File: src/rtl/imem_boot_loader_pkg.sv
// Shared definitions for the instruction-memory boot loader.
//   loaderStateT   : loader FSM encoding (CKSUM only reachable with checksum build)
//   HDR_BYTES      : header length in bytes (16-bit word count, LSB first)
//   BYTES_PER_WORD : payload bytes packed into one instruction word
package imem_boot_loader_pkg;

    typedef enum logic [2:0] {
        IDLE  = 3'd0,
        HDR0  = 3'd1,
        HDR1  = 3'd2,
        DATA  = 3'd3,
        DONE  = 3'd4,
        ERR   = 3'd5,
        CKSUM = 3'd6
    } loaderStateT;

    localparam int unsigned HDR_BYTES      = 2;
    localparam int unsigned BYTES_PER_WORD = 4;

endpackage

File: src/rtl/imem_boot_loader_le_word_packer.sv
// le_word_packer: packs bytes into 32-bit little-endian words.
// Ports:
//   clk, rst   : clock, asynchronous active-high reset
//   clr        : synchronous clear of byte counter and shift register
//   byteEn     : byteIn is consumed this cycle
//   byteIn     : incoming byte (first byte ends up in word[7:0])
//   word       : packed word, complete while wordValid is high
//   wordValid  : one-cycle pulse the cycle after the 4th byte of a word
//   lastByte   : the next consumed byte completes the current word
module le_word_packer
    import imem_boot_loader_pkg::*;
(
    input  logic        clk,
    input  logic        rst,
    input  logic        clr,
    input  logic        byteEn,
    input  logic [7:0]  byteIn,
    output logic [31:0] word,
    output logic        wordValid,
    output logic        lastByte
);

    logic [1:0] byteCnt;

    assign lastByte = (byteCnt == 2'(BYTES_PER_WORD - 1));

    always_ff @(posedge clk or posedge rst) begin
        if (rst) begin
            byteCnt   <= 2'd0;
            word      <= 32'd0;
            wordValid <= 1'b0;
        end else begin
            wordValid <= byteEn && lastByte;
            if (clr) begin
                byteCnt <= 2'd0;
                word    <= 32'd0;
            end else if (byteEn) begin
                byteCnt <= byteCnt + 2'd1;
                // Shift right so the first byte of a word lands in the low lane.
                word    <= {byteIn, word[31:8]};
            end
        end
    end

endmodule

File: src/rtl/imem_boot_loader.sv
// imem_boot_loader: loads a byte-stream image into instruction memory and holds the
// pipeline core in reset until the image is complete.
// Stream: N[7:0], N[15:8], then 4*N payload bytes (each word LSB first).
// Optional build macro IMEM_BOOT_LOADER_CKSUM_EN: one trailing byte must equal the
// modulo-256 sum of all payload bytes, otherwise the load ends in ERR.
// Ports:
//   clk, rst                  : clock, asynchronous active-high reset
//   start                     : pulse that begins a load (IDLE/DONE/ERR only)
//   s_data, s_valid, s_ready  : byte stream handshake
//   imem_we/addr/wdata        : instruction-memory write port, one strobe per word
//   core_rst                  : core reset, released only after a good load
//   busy, done, error         : load status
//   words_loaded              : words written in the current load
module imem_boot_loader
    import imem_boot_loader_pkg::*;
#(
    parameter int unsigned ADDR_W = 10
) (
    input  logic              clk,
    input  logic              rst,
    input  logic              start,
    input  logic [7:0]        s_data,
    input  logic              s_valid,
    output logic              s_ready,
    output logic              imem_we,
    output logic [ADDR_W-1:0] imem_addr,
    output logic [31:0]       imem_wdata,
    output logic              core_rst,
    output logic              busy,
    output logic              done,
    output logic              error,
    output logic [ADDR_W:0]   words_loaded
);

    localparam logic [16:0] MaxWords = 17'(1) << ADDR_W;

    loaderStateT state;
    logic [7:0]  hdrLo;
    logic [15:0] nWords;
    logic        xfer;
    logic        lastByte;
    logic        isLastWord;
    logic [16:0] lastIdx;
    logic [15:0] hdrWords;
`ifdef IMEM_BOOT_LOADER_CKSUM_EN
    logic [7:0]  cksum;
`endif

    assign xfer       = s_valid && s_ready;
    assign hdrWords   = {s_data, hdrLo};
    assign lastIdx    = {1'b0, nWords} - 17'd1;
    assign isLastWord = (17'(words_loaded) == lastIdx);

    le_word_packer packer (
        .clk       (clk),
        .rst       (rst),
        .clr       ((state == HDR1) && xfer),
        .byteEn    ((state == DATA) && xfer),
        .byteIn    (s_data),
        .word      (imem_wdata),
        .wordValid (imem_we),
        .lastByte  (lastByte)
    );

    always_ff @(posedge clk or posedge rst) begin
        if (rst) begin
            state        <= IDLE;
            s_ready      <= 1'b0;
            busy         <= 1'b0;
            done         <= 1'b0;
            error        <= 1'b0;
            core_rst     <= 1'b1;
            imem_addr    <= '0;
            words_loaded <= '0;
            hdrLo        <= 8'd0;
            nWords       <= 16'd0;
`ifdef IMEM_BOOT_LOADER_CKSUM_EN
            cksum        <= 8'd0;
`endif
        end else begin
            if (imem_we) begin
                imem_addr    <= imem_addr + ADDR_W'(1);
                words_loaded <= words_loaded + (ADDR_W + 1)'(1);
            end
            case (state)
                IDLE: begin
                    if (start) begin
                        state   <= HDR0;
                        s_ready <= 1'b1;
                        busy    <= 1'b1;
                    end
                end
                HDR0: begin
                    if (xfer) begin
                        hdrLo <= s_data;
                        state <= HDR1;
                    end
                end
                HDR1: begin
                    if (xfer) begin
                        nWords       <= hdrWords;
                        imem_addr    <= '0;
                        words_loaded <= '0;
`ifdef IMEM_BOOT_LOADER_CKSUM_EN
                        cksum        <= 8'd0;
`endif
                        if (hdrWords == 16'd0) begin
`ifdef IMEM_BOOT_LOADER_CKSUM_EN
                            state   <= CKSUM;
`else
                            state   <= DONE;
                            s_ready <= 1'b0;
                            busy    <= 1'b0;
`endif
                        end else if (17'(hdrWords) > MaxWords) begin
                            state   <= ERR;
                            s_ready <= 1'b0;
                            busy    <= 1'b0;
                            error   <= 1'b1;
                        end else begin
                            state <= DATA;
                        end
                    end
                end
                DATA: begin
`ifdef IMEM_BOOT_LOADER_CKSUM_EN
                    if (xfer) begin
                        cksum <= cksum + s_data;
                    end
                    // Last word's write is issued by the packer in the first CKSUM cycle.
                    if (xfer && lastByte && isLastWord) begin
                        state <= CKSUM;
                    end
`else
                    // Stop accepting as soon as the final byte is in; the write follows.
                    if (xfer && lastByte && isLastWord) begin
                        s_ready <= 1'b0;
                    end
                    if (imem_we && isLastWord) begin
                        state <= DONE;
                        busy  <= 1'b0;
                    end
`endif
                end
`ifdef IMEM_BOOT_LOADER_CKSUM_EN
                CKSUM: begin
                    if (xfer) begin
                        s_ready <= 1'b0;
                        busy    <= 1'b0;
                        if (s_data == cksum) begin
                            state <= DONE;
                        end else begin
                            state <= ERR;
                            error <= 1'b1;
                        end
                    end
                end
`endif
                DONE: begin
                    if (start) begin
                        state    <= HDR0;
                        done     <= 1'b0;
                        core_rst <= 1'b1;
                        s_ready  <= 1'b1;
                        busy     <= 1'b1;
                    end else begin
                        done     <= 1'b1;
                        core_rst <= 1'b0;
                    end
                end
                ERR: begin
                    if (start) begin
                        state   <= HDR0;
                        error   <= 1'b0;
                        s_ready <= 1'b1;
                        busy    <= 1'b1;
                    end
                end
                default: begin
                    state   <= IDLE;
                    s_ready <= 1'b0;
                    busy    <= 1'b0;
                end
            endcase
        end
    end

endmodule

File: config.mk
export PLATFORM = sky130hd
export DESIGN_NAME = imem_boot_loader
export DESIGN_NICKNAME = d
export VERILOG_FILES = /design/src/rtl/imem_boot_loader_pkg.sv /design/src/rtl/imem_boot_loader_le_word_packer.sv /design/src/rtl/imem_boot_loader.sv
export SDC_FILE = /design/constraint.sdc
export NUM_CORES = 1
export LEC_CHECK = 0
export ABC_CLOCK_PERIOD_IN_PS = 4100
export CAP_MARGIN = 10
export CORE_ASPECT_RATIO = 0.6
export CORE_MARGIN = 4
export CORE_UTILIZATION = 40
export DETAILED_ROUTE_END_ITERATION = 7
export PLACE_DENSITY = 0.75
export SKIP_LAST_GASP = 1
export SYNTH_ARGS = -nofsm -noshare
export SYNTH_HDL_FRONTEND = slang
export SYNTH_SLANG_ARGS = --single-unit
File: constraint.sdc
create_clock -name clk -period 4.1 [get_ports clk]
set_clock_uncertainty 0.05 [all_clocks]
set_input_delay 0.82 -clock clk [delete_from_list [all_inputs] [get_ports clk]]
set_output_delay 0.82 -clock clk [all_outputs]
set_load 0.01 [all_outputs]
==> results of run 1 <==
-- cells by family after synthesis --
| family | Yosys count | synth area share (%) |
|---|---|---|
| flops | 88 | 51.4 |
| mux | 26 | 6.77 |
| xor+xnor | 28 | 5.72 |
| fa+ha+maj | 4 | 1.17 |
| buf+inv | 32 | 2.86 |
| compound gates | 52 | 7.88 |
| simple gates | 219 | 24.2 |
-- worst max-delay path, stage by stage, from the launching register on --
cell	delay [ns]
dfrtp_1	0.44
inv_1	0.11
ha_1	0.23
or4b_1	0.65
or4_4	0.48
a21o_1	0.19
a32o_2	0.31
nor4_4	0.37
a31oi_1	0.15
-- metal layers --
metal / GRT usage [%] / vias up / part of all wire, %
met3: 4.75 / 9 / 6.2
met4: 4.44 / 0 / 0.99
met1: 26.1 / 1756 / 49
li1: - / 1692 / -
met5: 0 / - / 0
met2: 26.7 / 104 / 44
-- flip-flops by register name, summed over array words and instances (netlist names) --
register          flops
core_rst              1
s_ready               1
done                  1
packer.wordValid      1
error                 1
nWords               16
packer.byteCnt        2
packer.word          32
state                 3
words_loaded         11
imem_addr            10
hdrLo                 8
busy                  1
-- cells in the final DEF, fill, tap and decap left out, types with 2 or more instances in the layout --
cell             instances
nor3_1                   5
mux2i_1                  2
and3_1                   2
nor2_1                  42
or3_1                    2
a21oi_1                 12
inv_1                    7
o211ai_1                 5
nor2_2                   2
dfrtp_1                 87
o21a_1                   2
xor2_1                  15
o31ai_1                  4
clkdlybuf4s50_1         70
clkbuf_1                 2
a21boi_0                 2
or4b_1                   2
or4_1                    4
nand2b_1                 5
nand4_1                 10
xnor2_1                 13
clkbuf_16                9
mux2_2                  24
nand2_1                 85
ha_1                     4
buf_4                    9
clkinvlp_4               2
nor2b_1                  5
a31oi_1                  4
nand3_1                 38
nor3b_1                  2
o21ai_0                 11
nor4_1                   7
-- worst min path at each step --
stage / startpoint / endpoint / slack [ns] / cells past startpoint
finish: packer.word[2]$_DFFE_PP0P_ / packer.word[2]$_DFFE_PP0P_ / 0.41 / 2
CTS: packer.word[2]$_DFFE_PP0P_ / packer.word[2]$_DFFE_PP0P_ / 0.42 / 2
global route: packer.word[6]$_DFFE_PP0P_ / packer.word[6]$_DFFE_PP0P_ / 0.44 / 2
global placement: packer.word[2]$_DFFE_PP0P_ / packer.word[2]$_DFFE_PP0P_ / 0.40 / 2
floorplan: packer.byteCnt[1]$_DFFE_PP0P_ / packer.byteCnt[1]$_DFFE_PP0P_ / 0.39 / 2
detailed placement: packer.word[2]$_DFFE_PP0P_ / packer.word[2]$_DFFE_PP0P_ / 0.41 / 2
-- per-stage QoR --
stage / utilization [%] / power, mW / instances / setup slack (ns) / hold WS, ns
floorplan: - / 2.68 / 449 / 0.953 / 0.393
global placement: 50.6 / 3.46 / 639 / 1.01 / 0.399
detailed placement: 50.6 / 3.54 / 639 / 0.934 / 0.407
CTS: 53.5 / 4.39 / 655 / 0.996 / 0.420
global route: 53.5 / 4.67 / 655 / 0.785 / 0.435
finish: 53.5 / 4.36 / 655 / 0.972 / 0.414
-- where the power goes --
group	internal [mW]	total, mW	switching, mW
combinational	0.939	1.82	0.884
clock	0.490	0.822	0.332
sequential	1.26	1.72	0.454
total	2.69	4.36	1.67
-- cell type report --
class / count / area [sq um]
Fill cell: 890 / 4720
Sequential cell: 88 / 2200
Multi-Input combinational cell: 329 / 1970
Timing Repair Buffer: 79 / 768
Clock buffer: 12 / 246
Tap cell: 135 / 169
Clock inverter: 4 / 53.8
Inverter: 8 / 31.3
==> flow_summary.json, run 1 <==
{
  "startpoint_type": "register",
  "synth_warnings": 0,
  "grt_overflow_total": 0,
  "avgSynthCellArea_sq_um": 9.55,
  "fmax_ghz": 0.320,
  "cts_root_buf": "clkbuf_16",
  "synth.distinct_cells": 51,
  "peakVddDrop_uv": 387,
  "routed_wl_mm": 10.7,
  "start_util_pct": 42.2,
  "dpl.hpwl_mm": 7.72,
  "rsz0062_at_grt": "false",
  "crit_fanout": 7,
  "syn-num-nets": 465,
  "grt_max_degree": 45,
  "tightest_slew_ns": 0.784,
  "cp-endpoint": "state[0]$_DFFE_PP0P_",
  "cts_tree": "yes",
  "r2r_end": "state[0]$_DFFE_PP0P_",
  "cts_setup_buffers": 0,
  "arrival_ns": 3.26,
  "synth_ff_type": "dfrtp_1",
  "clockBufferDepth": 2,
  "setup_violations": 0,
  "synth_common_cells": "dfrtp_1, nand2_1, nor2_1, nand3_1, mux2_2",
  "die_w_um": 142,
  "ctsHoldBuffers": 0,
  "antenna_found_initial": 0,
  "clkLatencyLatePin_ns": 0.34,
  "place.gp.congestion": 0.916,
  "core_area_sq_mm": 0.0102,
  "numCtsBuffers": 9,
  "grt_pass1_wl_mm": 17.8,
  "r2r-start": "nWords[0]$_DFFE_PP0P_",
  "synth_edf_count": 0,
  "synth-seq-cells": 88,
  "rr_worst_depth": 8,
  "synth.cell_area_sq_mm": 0.00429,
  "tns_ns": 0,
  "cp-end-kind": "register",
  "drive_above_1_share_pct": 11.2,
  "yosysMostFrequentCell": "dfrtp_1",
  "grt_usage_pct": 17.9,
  "ff2ff_setup_slack_ns": 0.97,
  "area.growth.synth_to_final_pct": 26.8,
  "ioPinCount": 71,
  "period_share_pct": 76.3,
  "grt_pass1_vias": 3441,
  "drv_slew": 0,
  "ys_top_cells_by_area": "dfrtp_1, nand2_1, mux2_2, nand3_1, nor2_1",
  "stdcell_area_sq_mm": 0.00544,
  "leakage_nw": 2.38,
  "first_iter_violations": 333,
  "dieArea_sq_mm": 0.0125,
  "antenna_cells": 0,
  "die_y_um": 88.2,
  "portBuffers": 70,
  "worstPathRequired_ns": 4.24,
  "ys_seq_area_share_pct": 51.4,
  "netlist_instances": 449,
  "yosys.area.top_type": "dfrtp_1",
  "drt_first_pass_iters": 4,
  "hold_violations": 0,
  "cts_sinks": 88,
  "vias": 3561,
  "synth_top_area_share_pct": 50.8,
  "ant_nets": 0,
  "slew-limit-headroom_pct": 47.2,
  "hold_path_class": "reg2reg",
  "startpoint": "nWords[0]$_DFFE_PP0P_",
  "vias_per_cell": 5.44,
  "fin_nets": 531,
  "postPlaceCellArea_sq_mm": 0.00514,
  "cts_repair_resize_count": 0,
  "crit_type": "reg2reg",
  "num_rows": 28,
  "path_clk_slew_ns": 0.06,
  "htree_levels": 3,
  "maxCapViolCount": 0,
  "outcome": "complete, no violations",
  "wl_per_cell_um": 16.4,
  "drc": 0,
  "async_reset_ff_share_pct": 100,
  "power.density_mw_per_mm2": 802,
  "min_period_ns": 3.13
}
(Power assumes the default switching activity.)
==> run 2: changes to the inputs <==
--- a/config.mk
+++ b/config.mk
@@ -5,13 +5,13 @@
 export SDC_FILE = /design/constraint.sdc
 export NUM_CORES = 1
 export LEC_CHECK = 0
-export ABC_CLOCK_PERIOD_IN_PS = 4100
+export ABC_CLOCK_PERIOD_IN_PS = 2850
 export CAP_MARGIN = 10
 export CORE_ASPECT_RATIO = 0.6
 export CORE_MARGIN = 4
 export CORE_UTILIZATION = 40
 export DETAILED_ROUTE_END_ITERATION = 7
-export PLACE_DENSITY = 0.75
+export PLACE_DENSITY = 0.77
 export SKIP_LAST_GASP = 1
 export SYNTH_ARGS = -nofsm -noshare
 export SYNTH_HDL_FRONTEND = slang
==> constraint.sdc (replaced) <==
create_clock -name clk -period 2.85 [get_ports clk]
set_clock_uncertainty 0.05 [all_clocks]
set_input_delay 0.57 -clock clk [delete_from_list [all_inputs] [get_ports clk]]
set_output_delay 0.57 -clock clk [all_outputs]
set_load 0.01 [all_outputs]
==> run 2 against run 1 <==
Compared with the run above:
- critical path depth increased by 1
- final area increased by 2.6%
- die area unchanged
- routed wire length increased by 2.8%
- cell count increased by 1.5%
- sequential cell count unchanged
- core utilization increased by 1.4 points
- combinational power increased by 54%
- sequential power increased by 41%
- worst hold slack improved by 0.0049 ns
- via count increased by 2.0%
- register-to-register slack got worse by 0.84 ns
==> flow_summary.json, run 2 (synthesis gave the netlist of run 1 again) <==
{
  "cp-end-kind": "register",
  "drt_first_pass_iters": 5,
  "rsz0062_at_grt": "true",
  "hold_violations": 0,
  "grt_pass1_vias": 3520,
  "final_common_cell": "dfrtp_1",
  "htree_levels": 3,
  "period_share_pct": 95.3,
  "largest_register_ffs": 32,
  "clkPwrFrac_pct": 19.7,
  "hold_path_class": "reg2reg",
  "start_util_pct": 42.2,
  "antenna_found_initial": 0,
  "max_flop_register": "packer.word",
  "crit_fanout": 5,
  "min_period_ns": 2.72,
  "rr_worst_depth": 9,
  "ff2ff_setup_slack_ns": 0.13,
  "path_clk_slew_ns": 0.06,
  "cts_setup_buffers": 0,
  "slowest_delay_ns": 0.56,
  "area.growth.synth_to_final_pct": 30.1,
  "dpl.hpwl_mm": 7.92,
  "grt_overflow_total": 0,
  "wl_per_cell_um": 16.6,
  "p_int_mw": 4.03,
  "worstPathRequired_ns": 2.99,
  "vias": 3634,
  "crit_type": "reg2reg",
  "num_rows": 28,
  "antenna_cells": 0,
  "numCtsBuffers": 9,
  "ant_nets": 0,
  "drv_slew": 0,
  "layout_common_cells": "dfrtp_1, nand2_1, clkdlybuf4s50_1",
  "layout.cells.non_filler": 665,
  "worstPathCellList": "buf_4 -> or4_1 -> buf_4 -> nor4_1 -> and4_2 -> o31ai_1 -> buf_4 -> nor4_4 -> a31oi_1",
  "drc": 0,
  "peakVddDrop_uv": 614,
  "tns_ns": 0,
  "place.gp.congestion": 0.935,
  "ctsHoldBuffers": 0,
  "maxCapViolCount": 0,
  "cp_slowest_cell": "or4_1",
  "num-fill-cells": 879,
  "grt_max_degree": 70,
  "arrival_ns": 2.86,
  "drive_above_1_share_pct": 13.6,
  "tightest_slew_ns": 0.684,
  "clkLatencyLatePin_ns": 0.34,
  "ioPinCount": 71,
  "outcome": "complete, no violations",
  "dieArea_sq_mm": 0.0125,
  "vias_per_cell": 5.46,
  "cts_tree": "yes",
  "p_sw_mw": 2.50,
  "top_regs": "packer.word x32, nWords x16, words_loaded x11",
  "crit_top_cell": "buf_4",
  "die_y_um": 88.2,
  "cts_sinks": 88,
  "portBuffers": 70,
  "die_w_um": 142,
  "leakage_nw": 2.44,
  "slew-limit-headroom_pct": 54.0,
  "startpoint_type": "register",
  "first_iter_violations": 293,
  "p_comb_share_pct": 43.1,
  "swShare_pct": 38.3,
  "core_area_sq_mm": 0.0102,
  "routed_wl_mm": 11.0,
  "cts_root_buf": "clkbuf_16",
  "setup_violations": 0,
  "clockBufferDepth": 2,
  "seq_power_share_pct": 37.2,
  "dp_cells": 649,
  "worstHoldPathCells": 2,
  "fmax_ghz": 0.368,
  "grt_usage_pct": 18.8,
  "fin_nets": 541,
  "grt_pass1_wl_mm": 18.6,
  "power.density_mw_per_mm2": 1170
}
run 2: cell count changes in the layout (fill, tap and decap cells not counted), sizes merged:
cell | previous run | this run
buf | 9 | 19
clkbuf | 12 | 9
inv | 7 | 9
bufinv | 1 | 2
run 2: power groups by stage:
stage | Sequential (mW) | Clock, mW | Combinational [mW]
finish | 2.43 | 1.29 | 2.81
global placement | 2.41 | 0 | 2.72
global route | 2.52 | 1.38 | 3.08
detailed placement | 2.44 | 0 | 2.78
CTS | 2.42 | 1.32 | 2.80
floorplan | 2.46 | 0 | 1.40
run 2: final timing paths:
path,start,end
hold reg to reg,packer.word[2]$_DFFE_PP0P_,packer.word[2]$_DFFE_PP0P_
setup / recovery,nWords[0]$_DFFE_PP0P_,state[0]$_DFFE_PP0P_
hold / removal,packer.word[2]$_DFFE_PP0P_,packer.word[2]$_DFFE_PP0P_
max in group asynchronous,rst,nWords[2]$_DFFE_PP0P_
min in group asynchronous,rst,done$_DFFE_PP0N_
setup reg to reg,nWords[0]$_DFFE_PP0P_,state[0]$_DFFE_PP0P_
run 2: metrics by stage:
stage	hold slack, ns	instance area, sq um	util (%)	worst slack, ns	total power, mW
detailed placement	0.410	5240	51.6	0.0508	5.22
floorplan	0.393	4290	-	0.113	3.86
finish	0.419	5580	54.9	0.133	6.53
global placement	0.399	5240	51.6	0.140	5.13
global route	0.448	5580	54.9	-0.0212	6.98
CTS	0.427	5570	54.8	0.0438	6.54
run 2: critical path: cells and delay by family (launching register included):
family	cells	cell delay, ns
AND/OR/NAND/NOR	4	1.45
buffers and inverters	3	0.49
flip-flops	1	0.37
AO/OA/AOI/OAI	2	0.20
run 2: cell type report:
type / count / area, sq um / area share [%]
timing repair buffer: 89 / 868 / 15.6
inverter: 8 / 33.8 / 0.606
tap: 135 / 169 / 3.03
sequential: 88 / 2200 / 39.5
multi-input combinational: 329 / 1980 / 35.4
clock inverter: 7 / 103 / 1.84
clock buffer: 9 / 225 / 4.04
run 2: per-layer routing:
| layer | share of wire, % | global-route usage (%) | up-vias |
|---|---|---|---|
| li1 | - | - | 1707 |
| met1 | 46 | 27.3 | 1777 |
| met2 | 44 | 26.6 | 138 |
| met3 | 9.5 | 7.31 | 12 |
| met4 | 1.1 | 4.44 | 0 |
| met5 | 0 | 0 | - |
run 2: what timing repair did:
item                       in CTS  in global routing
resized for setup               0                  3
setup endpoints to repair       0                  5
hold endpoints to repair        0                  0
